==> config.mk <==
export PLATFORM = sky130hd
export DESIGN_NAME = piece_draw_ctrl_flat
export DESIGN_NICKNAME = d
export VERILOG_FILES = /design/src/rtl/piece_draw_ctrl_if.sv /design/src/rtl/piece_draw_ctrl.sv /design/src/flat_wrapper.sv
export SDC_FILE = /design/constraint.sdc
export NUM_CORES = 1
export LEC_CHECK = 0
export CELL_PAD_IN_SITES_DETAIL_PLACEMENT = 1
export CELL_PAD_IN_SITES_GLOBAL_PLACEMENT = 1
export CORE_ASPECT_RATIO = 0.7
export CORE_MARGIN = 4
export CORE_UTILIZATION = 25
export CTS_BUF_LIST = sky130_fd_sc_hd__clkbuf_4 sky130_fd_sc_hd__clkbuf_8
export DETAILED_ROUTE_END_ITERATION = 6
export HOLD_SLACK_MARGIN = 0.05
export MAX_ROUTING_LAYER = met4
export PLACE_DENSITY = 0.62
export SETUP_SLACK_MARGIN = 0.05
export SYNTH_ARGS = -nofsm -noshare
export SYNTH_HDL_FRONTEND = slang
export SYNTH_SLANG_ARGS = --single-unit
export TNS_END_PERCENT = 20
==> constraint.sdc <==
create_clock -name clk -period 3.9 [get_ports clk]
set_input_delay 0.39 -clock clk [delete_from_list [all_inputs] [get_ports clk]]
set_output_delay 0.39 -clock clk [all_outputs]
set_load 0.01 [all_outputs]
==> src/rtl/piece_draw_ctrl_if.sv <==
// rtl/piece_draw_ctrl_if.sv - request, board-read and VGA pixel signals of the piece drawer
interface piece_draw_ctrl_if;
    logic       full_req;
    logic       cell_req;
    logic [2:0] cell_x;
    logic [2:0] cell_y;
    logic [2:0] rd_x;
    logic [2:0] rd_y;
    logic [1:0] rd_data;
    logic [7:0] vga_x;
    logic [6:0] vga_y;
    logic [2:0] vga_colour;
    logic       vga_plot;
    logic       busy;
    logic       done;

    modport master (
        output full_req, cell_req, cell_x, cell_y, rd_data,
        input  rd_x, rd_y, vga_x, vga_y, vga_colour, vga_plot, busy, done
    );

    modport slave (
        input  full_req, cell_req, cell_x, cell_y, rd_data,
        output rd_x, rd_y, vga_x, vga_y, vga_colour, vga_plot, busy, done
    );
endinterface

==> src/rtl/piece_draw_ctrl.sv <==
// rtl/piece_draw_ctrl.sv - redraws one or all 64 chessboard squares as solid pixel blocks
module piece_draw_ctrl #(
    parameter int         CELL = 4,
    parameter logic [7:0] X0   = 8'd0,
    parameter logic [6:0] Y0   = 7'd0
) (
    input  logic             clk,
    input  logic             resetn,
    piece_draw_ctrl_if.slave bus
);
    typedef enum logic [2:0] {S_IDLE, S_FETCH_A, S_FETCH_B, S_PLOT, S_DONE} state_t;

    localparam logic [2:0] PMAX   = 3'(CELL - 1);
    localparam logic [7:0] CELL_X = 8'(CELL);
    localparam logic [6:0] CELL_Y = 7'(CELL);

    state_t     state_q, state_d;
    logic [2:0] sq_x_q, sq_x_d, sq_y_q, sq_y_d;
    logic [2:0] px_q, px_d, py_q, py_d;
    logic       full_q, full_d;
    logic [7:0] vga_x_q, vga_x_d;
    logic [6:0] vga_y_q, vga_y_d;
    logic [2:0] vga_colour_q, vga_colour_d;
    logic       vga_plot_q, vga_plot_d;
    logic       armed_q;
    logic       accept_full, accept_cell, last_pix, last_sq;

    function automatic logic [7:0] pix_x(input logic [2:0] sq, input logic [2:0] p);
        return X0 + ({5'd0, sq} * CELL_X) + {5'd0, p};
    endfunction

    function automatic logic [6:0] pix_y(input logic [2:0] sq, input logic [2:0] p);
        return Y0 + ({4'd0, sq} * CELL_Y) + {4'd0, p};
    endfunction

    // 2'b11 is a black piece, 2'b10 a white piece, anything else shows the green board
    function automatic logic [2:0] map_colour(input logic [1:0] s);
        case (s)
            2'b11:   return 3'b000;
            2'b10:   return 3'b111;
            default: return 3'b010;
        endcase
    endfunction

    // armed_q blocks acceptance on the first edge after reset release
    assign accept_full = armed_q & bus.full_req;
    assign accept_cell = armed_q & bus.cell_req & ~bus.full_req;
    assign last_pix    = (px_q == PMAX) && (py_q == PMAX);
    assign last_sq     = (sq_x_q == 3'd7) && (sq_y_q == 3'd7);

    // State register
    always_ff @(posedge clk or posedge resetn) begin
        if (resetn) state_q <= S_IDLE;
        else        state_q <= state_d;
    end

    // Next-state logic
    always_comb begin
        state_d = state_q;
        case (state_q)
            S_IDLE:    if (accept_full || accept_cell) state_d = S_FETCH_A;
            S_FETCH_A: state_d = S_FETCH_B;
            S_FETCH_B: state_d = S_PLOT;
            S_PLOT:    if (last_pix) state_d = (full_q && !last_sq) ? S_FETCH_A : S_DONE;
            S_DONE:    state_d = S_IDLE;
            default:   state_d = S_IDLE;
        endcase
    end

    // Outputs decoded from state; read address always follows the square counters
    always_comb begin
        bus.busy = (state_q != S_IDLE);
        bus.done = (state_q == S_DONE);
        bus.rd_x = sq_x_q;
        bus.rd_y = sq_y_q;
    end

    // Datapath: pixel registers are loaded one cycle ahead so they line up with vga_plot
    always_comb begin
        sq_x_d       = sq_x_q;
        sq_y_d       = sq_y_q;
        px_d         = px_q;
        py_d         = py_q;
        full_d       = full_q;
        vga_x_d      = vga_x_q;
        vga_y_d      = vga_y_q;
        vga_colour_d = vga_colour_q;
        vga_plot_d   = 1'b0;
        case (state_q)
            S_IDLE: begin
                if (accept_full) begin
                    sq_x_d = 3'd0;
                    sq_y_d = 3'd0;
                    full_d = 1'b1;
                end else if (accept_cell) begin
                    sq_x_d = bus.cell_x;
                    sq_y_d = bus.cell_y;
                    full_d = 1'b0;
                end
            end
            S_FETCH_B: begin
                px_d         = 3'd0;
                py_d         = 3'd0;
                vga_x_d      = pix_x(sq_x_q, 3'd0);
                vga_y_d      = pix_y(sq_y_q, 3'd0);
                vga_colour_d = map_colour(bus.rd_data);
                vga_plot_d   = 1'b1;
            end
            S_PLOT: begin
                if (last_pix) begin
                    if (full_q && !last_sq) begin
                        if (sq_x_q == 3'd7) begin
                            sq_x_d = 3'd0;
                            sq_y_d = sq_y_q + 3'd1;
                        end else begin
                            sq_x_d = sq_x_q + 3'd1;
                        end
                    end
                end else begin
                    if (px_q == PMAX) begin
                        px_d = 3'd0;
                        py_d = py_q + 3'd1;
                    end else begin
                        px_d = px_q + 3'd1;
                    end
                    vga_x_d    = pix_x(sq_x_q, px_d);
                    vga_y_d    = pix_y(sq_y_q, py_d);
                    vga_plot_d = 1'b1;
                end
            end
            S_DONE:  full_d = 1'b0;
            default: ;
        endcase
    end

    // Datapath registers
    always_ff @(posedge clk or posedge resetn) begin
        if (resetn) begin
            sq_x_q       <= 3'd0;
            sq_y_q       <= 3'd0;
            px_q         <= 3'd0;
            py_q         <= 3'd0;
            full_q       <= 1'b0;
            vga_x_q      <= 8'd0;
            vga_y_q      <= 7'd0;
            vga_colour_q <= 3'b010;
            vga_plot_q   <= 1'b0;
            armed_q      <= 1'b0;
        end else begin
            sq_x_q       <= sq_x_d;
            sq_y_q       <= sq_y_d;
            px_q         <= px_d;
            py_q         <= py_d;
            full_q       <= full_d;
            vga_x_q      <= vga_x_d;
            vga_y_q      <= vga_y_d;
            vga_colour_q <= vga_colour_d;
            vga_plot_q   <= vga_plot_d;
            armed_q      <= 1'b1;
        end
    end

    assign bus.vga_x      = vga_x_q;
    assign bus.vga_y      = vga_y_q;
    assign bus.vga_colour = vga_colour_q;
    assign bus.vga_plot   = vga_plot_q;
endmodule

==> src/flat_wrapper.sv <==
// flat-port wrapper written by rule: the top's interface ports become plain ports
module piece_draw_ctrl_flat 
#(
    parameter int         CELL = 4,
    parameter logic [7:0] X0   = 8'd0,
    parameter logic [6:0] Y0   = 7'd0
)
  (clk, resetn, bus_full_req, bus_cell_req, bus_cell_x, bus_cell_y, bus_rd_data, bus_rd_x, bus_rd_y, bus_vga_x, bus_vga_y, bus_vga_colour, bus_vga_plot, bus_busy, bus_done);
  piece_draw_ctrl_if bus_i ();
  input  logic clk;
  input  logic resetn;
  input wire logic [$bits(bus_i.full_req)-1:0] bus_full_req;
  input wire logic [$bits(bus_i.cell_req)-1:0] bus_cell_req;
  input wire logic [$bits(bus_i.cell_x)-1:0] bus_cell_x;
  input wire logic [$bits(bus_i.cell_y)-1:0] bus_cell_y;
  input wire logic [$bits(bus_i.rd_data)-1:0] bus_rd_data;
  output wire logic [$bits(bus_i.rd_x)-1:0] bus_rd_x;
  output wire logic [$bits(bus_i.rd_y)-1:0] bus_rd_y;
  output wire logic [$bits(bus_i.vga_x)-1:0] bus_vga_x;
  output wire logic [$bits(bus_i.vga_y)-1:0] bus_vga_y;
  output wire logic [$bits(bus_i.vga_colour)-1:0] bus_vga_colour;
  output wire logic [$bits(bus_i.vga_plot)-1:0] bus_vga_plot;
  output wire logic [$bits(bus_i.busy)-1:0] bus_busy;
  output wire logic [$bits(bus_i.done)-1:0] bus_done;
  assign bus_i.full_req = bus_full_req;
  assign bus_i.cell_req = bus_cell_req;
  assign bus_i.cell_x = bus_cell_x;
  assign bus_i.cell_y = bus_cell_y;
  assign bus_i.rd_data = bus_rd_data;
  assign bus_rd_x = bus_i.rd_x;
  assign bus_rd_y = bus_i.rd_y;
  assign bus_vga_x = bus_i.vga_x;
  assign bus_vga_y = bus_i.vga_y;
  assign bus_vga_colour = bus_i.vga_colour;
  assign bus_vga_plot = bus_i.vga_plot;
  assign bus_busy = bus_i.busy;
  assign bus_done = bus_i.done;
  piece_draw_ctrl #(.CELL(CELL), .X0(X0), .Y0(Y0)) u_core (.clk(clk), .resetn(resetn), .bus(bus_i));
endmodule
==> results.md, run 1 <==
- The wire-length estimate of the detail-placed layout is between 3000 and 4000 um.
- The placeable core area is ~6300 um^2.
- The delay of the slowest cell on the worst path is approximately 0.7 ns.
- Of the synthesized area, sequential elements account for a little over two fifths.
- The overall die area is between 8000 and 9000 um^2.
- The net switching power figure is 633.4 uW.
- Of the total synthesized cell area, the portion taken by AND, OR, NAND and NOR gates is 17.66%.
- The dominant combinational cell family by area after synthesis is simple AND/OR/NAND/NOR gates.
- Walking the worst path, the cells encountered are and3b_1, nand2_1, a31o_2, o31ai_2.
- During I/O placement, the number of pins put on the boundary was 39.
- Routability-driven placement finished with a final weighted congestion of about 0.74.
- The first-pass GRT wire length is around 6900 um.
- Across the run, the number of max-cap violations was 0.
- The average instance in the mapped netlist occupies 10.17 um^2.
- The pin count of the biggest net entering global routing is 29.
- The leading cell type by number of instances after synthesis is sky130_fd_sc_hd__dfrtp_1.
- After synthesis, the share of cell area in mux cells is approximately 5%.
- The clock latency at the later pin of the worst-skew pair is about 0.28 ns.
- Measured along the x axis, the die boundary spans 105.3 um.
- The area share of xor/xnor cells in the synthesized design is approximately 2.1%.
- The synthesized instance count is 163.
- The startpoint type of the worst setup path is a flip-flop.
- The worst pin sits at a relative slew slack of between 20 and 25%.
- The post-route antenna net violation count is 0.
- The floorplan has 24 rows.
- The count of placed standard cells including taps is 275.
- The clock buffer count from CTS is 3.
- The share of power burned in registers is 35.3%.
- The transition time at the pin with the least slew margin is 1.133 ns.
- The final critical path takes up a little under three fifths of the cycle.
- The commonest cells after synthesis are sky130_fd_sc_hd__dfrtp_1, sky130_fd_sc_hd__nand2_1, sky130_fd_sc_hd__o21ai_0, sky130_fd_sc_hd__nand3_1, sky130_fd_sc_hd__ha_1.
- For this run, the detailed router's first-pass iteration total came to 4.
- The share of power burned in combinational logic is a little over half.
- The share of synthesized cell area in full adder, half adder and majority cells is a little over 8%.
- The clock tree root driver cell is sky130_fd_sc_hd__clkbuf_8.
- The final number of max-transition violations came to 0.
- Summing internal, switching and leakage power gives between 1.5 and 2 mW.
- The path depth of the worst reg2reg path is 4.
- The number of remaining DRC errors is 0.
- STA puts the critical path data required time at slightly above 4 ns.
- The post-cts sizing count is 0.
- Sorting the synthesized cells by area gives the leading types as sky130_fd_sc_hd__dfrtp_1, sky130_fd_sc_hd__ha_1, sky130_fd_sc_hd__buf_4, sky130_fd_sc_hd__nand2_1, sky130_fd_sc_hd__o21ai_0.
- In this run, synthesis inferred 0 flip-flops with an integrated enable.
- The deepest clock path buffer count is 2.
- After routing the design area is between 2000 and 2500 um^2.
- Once layout is complete, the utilization of the core stands at 32.72%.
- Summed over all failing endpoints, the final setup total negative slack is 0 ns.
- The die is between 70 and 80 um tall.
- STA classifies the critical path endpoint as a flip-flop.
- Dividing the detail-routed via count by the number of cells gives 4.423.
- The clock period minus worst slack is 2.199 ns.
- The leading register cell type out of synthesis is sky130_fd_sc_hd__dfrtp_1.
- In this run, post-CTS hold repair placed 0 buffers.
- The proportion of layout cells with a drive suffix above 1 is about a tenth.
- Setup repair after global routing left no endpoint under its margin.
- The clock network burns around an eighth of the power.
- The distinct cell type count of the synthesized netlist is 44.
- The number of warnings reported in the yosys synthesis log is 0.
- CTS built an H-tree with a depth of 1.
- Along the worst path, the maximum fanout reaches 15.
- The number of vias after detailed routing is between 1000 and 1500.
- The final count of hold timing violations came to 0.
- The mean routed wirelength per cell is roughly 14 um.
- The clock arrives with about 0.0031 ns of skew.
- The complex-gate fraction of the synthesized area is between 10% and 20%.
- The effective utilization at floorplan is a little over a quarter.
- Buffers added to address setup during post-CTS repair amount to 0.
- The number of design-rule violations left by the first detailed-router iteration is 55.
- The clock-pin slew on the worst setup and hold paths is approximately 0.10 ns.
- For this run, the post-layout net count is 212.
- The flop and latch count out of synthesis is 28.
- Counting flops with an async set or reset pin after synthesis yields a share of between 90% and 100%.
- The final instance count without filler cells is 279.
- The smallest hold slack is between 0.4 and 0.5 ns.
- The maximum clock frequency is ~450 MHz.
- The CTS tree is built.
- The cell type with the largest total area after synthesis is sky130_fd_sc_hd__dfrtp_1.
- The total global routing track utilization is a little over a tenth.
- Setup violations remaining at the end of the flow were counted as 0.
- In this run the tool buffered the top-level ports with 35 buffer cells.
- The analysis attributes to cell leakage a power of 0.8663 nW.
- The switching power as a share of total power is between 40% and 50%.
- The total overflow left after global routing is 0.
- The flow ran to the end, and the final reports show no timing, DRC or antenna violations.
- The clock net in this run drives a total of 28 sinks.
- Prior to clock tree synthesis, the placed netlist has a worst setup slack of ~1.7 ns.
- The placed cell area is between 2000 and 2500 um^2.
- The final wirelength is about 4000 um.
- The worst hold path passes through 2 cells.
- The maximum ir drop on the vdd rail is around 0.00021 V.
- The via count of the first global-routing pass came to 1337.
- The internal power of the cells is about 900 uW.
- The cell with the largest stage delay on the worst path is sky130_fd_sc_hd__and3b_1.
- The final worst setup slack is 1.701 ns.
- The number of antenna violations at the first check in global routing came to 0.
- The repair_antennas step left the layout with diodes totalling 0.
- The layout-stage area growth over the synthesis result is 25.06%.
- The worst setup path category is flip-flop to flip-flop.
- The class of the worst hold path is flip-flop to flip-flop.
- Data arrives at the worst endpoint at about 2.4 ns.
- In this run the biggest area consumer among cell types represents between 40 and 50% of the synthesized area.
- Power spread over the standard cell area amounts to about 730 nW/um^2.
- The combined area of all synthesized cells is approximately 1700 um^2.
metal layers:
| metal | share of wire, % | track usage [%] | up-vias |
|---|---|---|---|
| met3 | 5.0 | 2.625 | 3 |
| met4 | 0.25 | 1.180 | 0 |
| met2 | 38 | 14.44 | 31 |
| met1 | 57 | 16.40 | 586 |
| met5 | 0 | - | - |
| li1 | - | - | 614 |
registers in the layout (all words and copies together) (netlist names):
name,count
u_core.bus.rd_x,3
u_core.px_q,3
u_core.armed_q,1
u_core.state_q,3
u_core.bus.vga_plot,1
u_core.bus.vga_y,4
u_core.py_q,3
u_core.bus.rd_y,3
u_core.bus.vga_colour,2
u_core.full_q,1
u_core.bus.vga_x,4
power by group through the flow:
| stage | clock network [mW] | logic (mW) | registers [mW] |
|---|---|---|---|
| 2_1_floorplan | 0 | 0.543 | 0.524 |
| 3_3_place_gp | 0 | 0.796 | 0.543 |
| 3_5_place_dp | 0 | 0.804 | 0.544 |
| 4_1_cts | 0.197 | 0.806 | 0.539 |
| 5_1_grt | 0.203 | 0.892 | 0.564 |
| 6_report | 0.186 | 0.795 | 0.536 |
cells in the final DEF (no fill, tap or decap), types with 4 or more instances in the layout:
| cell type | Yosys | final |
|---|---|---|
| sky130_fd_sc_hd__clkbuf_8 | 0 | 4 |
| sky130_fd_sc_hd__clkdlybuf4s50_1 | 0 | 35 |
| sky130_fd_sc_hd__conb_1 | 2 | 4 |
| sky130_fd_sc_hd__dfrtp_1 | 27 | 27 |
| sky130_fd_sc_hd__ha_1 | 11 | 11 |
| sky130_fd_sc_hd__inv_1 | 5 | 5 |
| sky130_fd_sc_hd__mux2_2 | 4 | 4 |
| sky130_fd_sc_hd__mux2i_1 | 4 | 4 |
| sky130_fd_sc_hd__nand2_1 | 20 | 20 |
| sky130_fd_sc_hd__nand3_1 | 12 | 12 |
| sky130_fd_sc_hd__nor2_1 | 5 | 5 |
| sky130_fd_sc_hd__o21ai_0 | 15 | 15 |
worst max-delay path, delay by kind of cell, from the launching register on:
| family | cells | cell delay, ns |
|---|---|---|
| simple gates | 2 | 1.14 |
| flops | 1 | 0.60 |
| compound gates | 2 | 0.38 |
cells by family (layout without fill, tap and decap cells):
logic type,after synthesis,in the layout
XOR/XNOR,4,4
buffers and inverters,21,44
flip-flops,28,28
AND/OR/NAND/NOR,54,54
AO/OA/AOI/OAI,35,35
adder cells (fa/ha/maj),11,11
multiplexers,8,8
other,2,4
cell type report:
cell class                      instances  area (um^2)
Clock buffer                            4        55.05
Sequential cell                        28        701.9
Fill cell                             720         4263
Tap cell                               91        113.9
Inverter                                5        18.77
Timing Repair Buffer                   35        350.3
Multi-Input combinational cell        116        833.3
path summary, 6_finish.rpt:
check,from,to,slack [ns]
setup / recovery,u_core.state_q[0],u_core.bus.rd_y[0],1.70
hold / removal,u_core.bus.vga_x[4],u_core.bus.vga_x[4],0.49
setup reg to reg,u_core.state_q[0],u_core.bus.rd_y[0],1.70
hold reg to reg,u_core.bus.vga_x[4],u_core.bus.vga_x[4],0.49
max in group asynchronous,resetn,u_core.state_q[1],2.52
min in group asynchronous,resetn,u_core.bus.vga_y[2],0.70
No activity file was read; power rests on OpenSTA's default activity.
==> run 2, diff against run 1 <==
Settings changed: PLACE_DENSITY 0.62 to 0.64.
Clock period 3.9 ns to 1.9 ns, I/O delays scaled along.
==> results.md, run 2 (same netlist as run 1, synthesis figures left out) <==
- Final hold analysis gives a worst-case slack of about 0.28 ns.
- The placeable core area is 6336 um^2.
- The count of cells in the finished layout, fillers not included, comes to 310.
- The clock arrives with about 0.0055 ns of skew.
- The final count of hold timing violations was 0.
- In this run the worst path has a maximum fanout of 3.
- The reported max-cap violation count is 0.
- The worst setup path is captured at a flip-flop.
- The path depth of the worst reg2reg path is 6.
- The worst reg2reg path endpoint is u_core.bus.rd_x[2].
- The maximum clock frequency is ~560 MHz.
- The number of antenna diodes in the final layout is 0.
- The quantity of hold-fixing buffers added after cts is 0.
- The design draws 3.692 mW.
- The signal on the critical path passes through ha_1, ha_1, nand2_2, nand3_2, o32ai_4, mux2_4.
- The number of remaining DRC errors is 0.
- The deepest clock path buffer count is 2.
- The startpoint identified for the worst register-to-register timing path is u_core.bus.rd_y[0].
- The flow ran to the end, and the final reports show no timing, DRC or antenna violations.
- The analysis attributes to cell leakage a power of about 1.0 nW.
- The number of iterations in the first detailed-routing pass is 4.
- The final cycle utilization of the critical path is 94.42%.
- The total global routing track utilization is ~11%.
- The cell with the largest stage delay on the worst path is sky130_fd_sc_hd__dfrtp_1.
- The number of vias after detailed routing is 1359.
- Headroom to the max-slew limit came out at roughly 55%.
- The power per cell area is roughly 1500 nW/um^2.
- The maximum ir drop on the vdd rail is around 0.00054 V.
- The remaining global-route overflow is 0.
- The height of the die is ~76 um.
- The critical path in this run is classified as flip-flop to flip-flop.
- The clock-pin slew on the worst setup and hold paths is about 0.10 ns.
- 39 I/O pins were placed.
- The clock buffer count from CTS is 3.
- The critical path's most frequent cell is sky130_fd_sc_hd__ha_1.
- The mean routed wirelength per cell is 13.82 um.
- The final wirelength is 4284 um.
- The transition time at the pin with the least slew margin is 0.6649 ns.
- The overall die area is 8019 um^2.
- The layout-stage area growth over the synthesis result is 44.98%.
- Entering global routing, the biggest net connects 29 pins.
- The placer's final routability congestion estimate is between 0.7 and 0.8.
- The detail route stage leaves a number of antenna-violating nets equal to 0.
- In this run the number of H-tree levels came out at 1.
- Clock tree synthesis selected as its root buffer the cell sky130_fd_sc_hd__clkbuf_8.
- The first-pass GRT wire length is around 7000 um.
- The final worst setup slack is 0.1060 ns.
- The number of clock sinks is 28.
- The critical path data required time is just over 2 ns.
- The commonest non-fill, non-tap cell in the layout is sky130_fd_sc_hd__clkdlybuf4s50_1.
- The final-stage net count is about 240.
- The final number of max-transition violations is 0.
- The routed design could run at a clock period as short as approximately 1.8 ns.
- In this run, placement finished with an instance count of approximately 300.
- Setup repair after global routing could not meet its margin everywhere.
- The number of buffers and inverters on the critical path is 0.
- The via count of the first global-routing pass is 1434.
- The initialized floorplan defines 24 standard-cell rows.
- The CTS tree is built.
- Counting buffers and inverters, the worst setup path is 6 cells deep.
- The x dimension of the die is roughly 110 um.
- The number of input and output port buffers inserted is 35.
- The cell family contributing the most delay on the critical path is adder cells.
- Summed over all nets, the half-perimeter wirelength after detailed placement is ~3200 um.
- The average vias per placed instance is roughly 4.4.
- For the worst-skew pair, the clock arrives at the later sink with an insertion delay of approximately 0.28 ns.
- Of the cells placed in the final design, the portion with a size suffix greater than 1 is around 28%.
- In the layout the commonest cells are sky130_fd_sc_hd__clkdlybuf4s50_1, sky130_fd_sc_hd__buf_4, sky130_fd_sc_hd__dfrtp_1, sky130_fd_sc_hd__nand2_1, sky130_fd_sc_hd__o21ai_0.
- The delay of the slowest cell on the worst path is between 0.3 and 0.4 ns.
- The number of antenna violations at the first check in global routing is 0.
- STA classifies the critical path startpoint as a flip-flop.
- In this run the worst hold path is classified as primary input to async pin.
- Setup violations remaining at the end of the flow were counted as 0.
- STA puts the critical path data arrival time at 1.96 ns.
- The post-placement worst setup slack is -0.03435 ns.
- The number of filler cells placed in the layout is around 700.
- The reg-to-reg setup timing slack is around 0.11 ns.
- The effective utilization at floorplan is 26.17%.
- The number of design-rule violations left by the first detailed-router iteration is between 40 and 50.
run 2: cell count changes in the layout (fill, tap and decap cells not counted), sizes merged:
cell	change
buf	+31
bufinv	+1
clkbuf	-1
clkdlybuf4s50	-1
dlymetal6s2s	+1
run 2: area by class of cell:
cell class | count | area (um^2) | area share, %
Clock buffer | 3 | 41.29 | 1.718
Sequential cell | 28 | 705.7 | 29.36
Tap cell | 91 | 113.9 | 4.737
Timing Repair Buffer | 66 | 598.1 | 24.88
Clock inverter | 1 | 30.03 | 1.249
Inverter | 5 | 18.77 | 0.7808
Multi-Input combinational cell | 116 | 895.9 | 37.27
run 2: worst max-delay path by stage:
stage,startpoint,end,slack [ns]
4_1_cts,u_core.state_q[2],bus_done,0.02
6_report,u_core.bus.rd_y[0],u_core.bus.rd_x[2],0.11
3_5_place_dp,u_core.py_q[0],u_core.bus.vga_y[3],-0.03
5_1_grt,u_core.bus.rd_y[0],u_core.bus.rd_x[2],0.02
2_1_floorplan,u_core.bus.rd_y[0],u_core.bus.rd_x[0],0.07
3_3_place_gp,u_core.py_q[0],u_core.bus.vga_y[3],0.03
run 2: metrics by stage:
step	instance area, um^2	util [%]	setup TNS (ns)
floorplan	1665	-	0
global placement	2183	34.46	0
detailed placement	2183	34.46	-0.03435
CTS	2330	36.77	0
global route	2404	37.93	0
finish	2404	37.93	0
run 2: what timing repair did:
action | CTS | global route
resized for setup | 6 | 13
cloned | 0 | 0
buffers inserted | 6 | 3
pin swaps | 0 | 5
endpoints found under the setup margin | 5 | 7
run 2: report_power, final:
group	switching [mW]	internal (mW)	leakage (nW)
clock	0.200	0.282	0.0357
sequential	0.124	0.829	0.343
combinational	1.08	1.18	0.658
total	1.40	2.29	1.04
run 2: worst register-to-register path, cell delays in order, from the launching register on:
cell and delay (ns):
sky130_fd_sc_hd__dfrtp_1 0.39, sky130_fd_sc_hd__ha_1 0.20, sky130_fd_sc_hd__ha_1 0.20, sky130_fd_sc_hd__nand2_2 0.08
sky130_fd_sc_hd__nand3_2 0.11, sky130_fd_sc_hd__o32ai_4 0.36, sky130_fd_sc_hd__mux2_4 0.34
run 2: metal layers:
| metal | track usage (%) | wire, um |
|---|---|---|
| met5 | - | 0 |
| met4 | 1.180 | 14 |
| met3 | 2.879 | 193 |
| met2 | 17.37 | 1850 |
| met1 | 15.40 | 2225 |
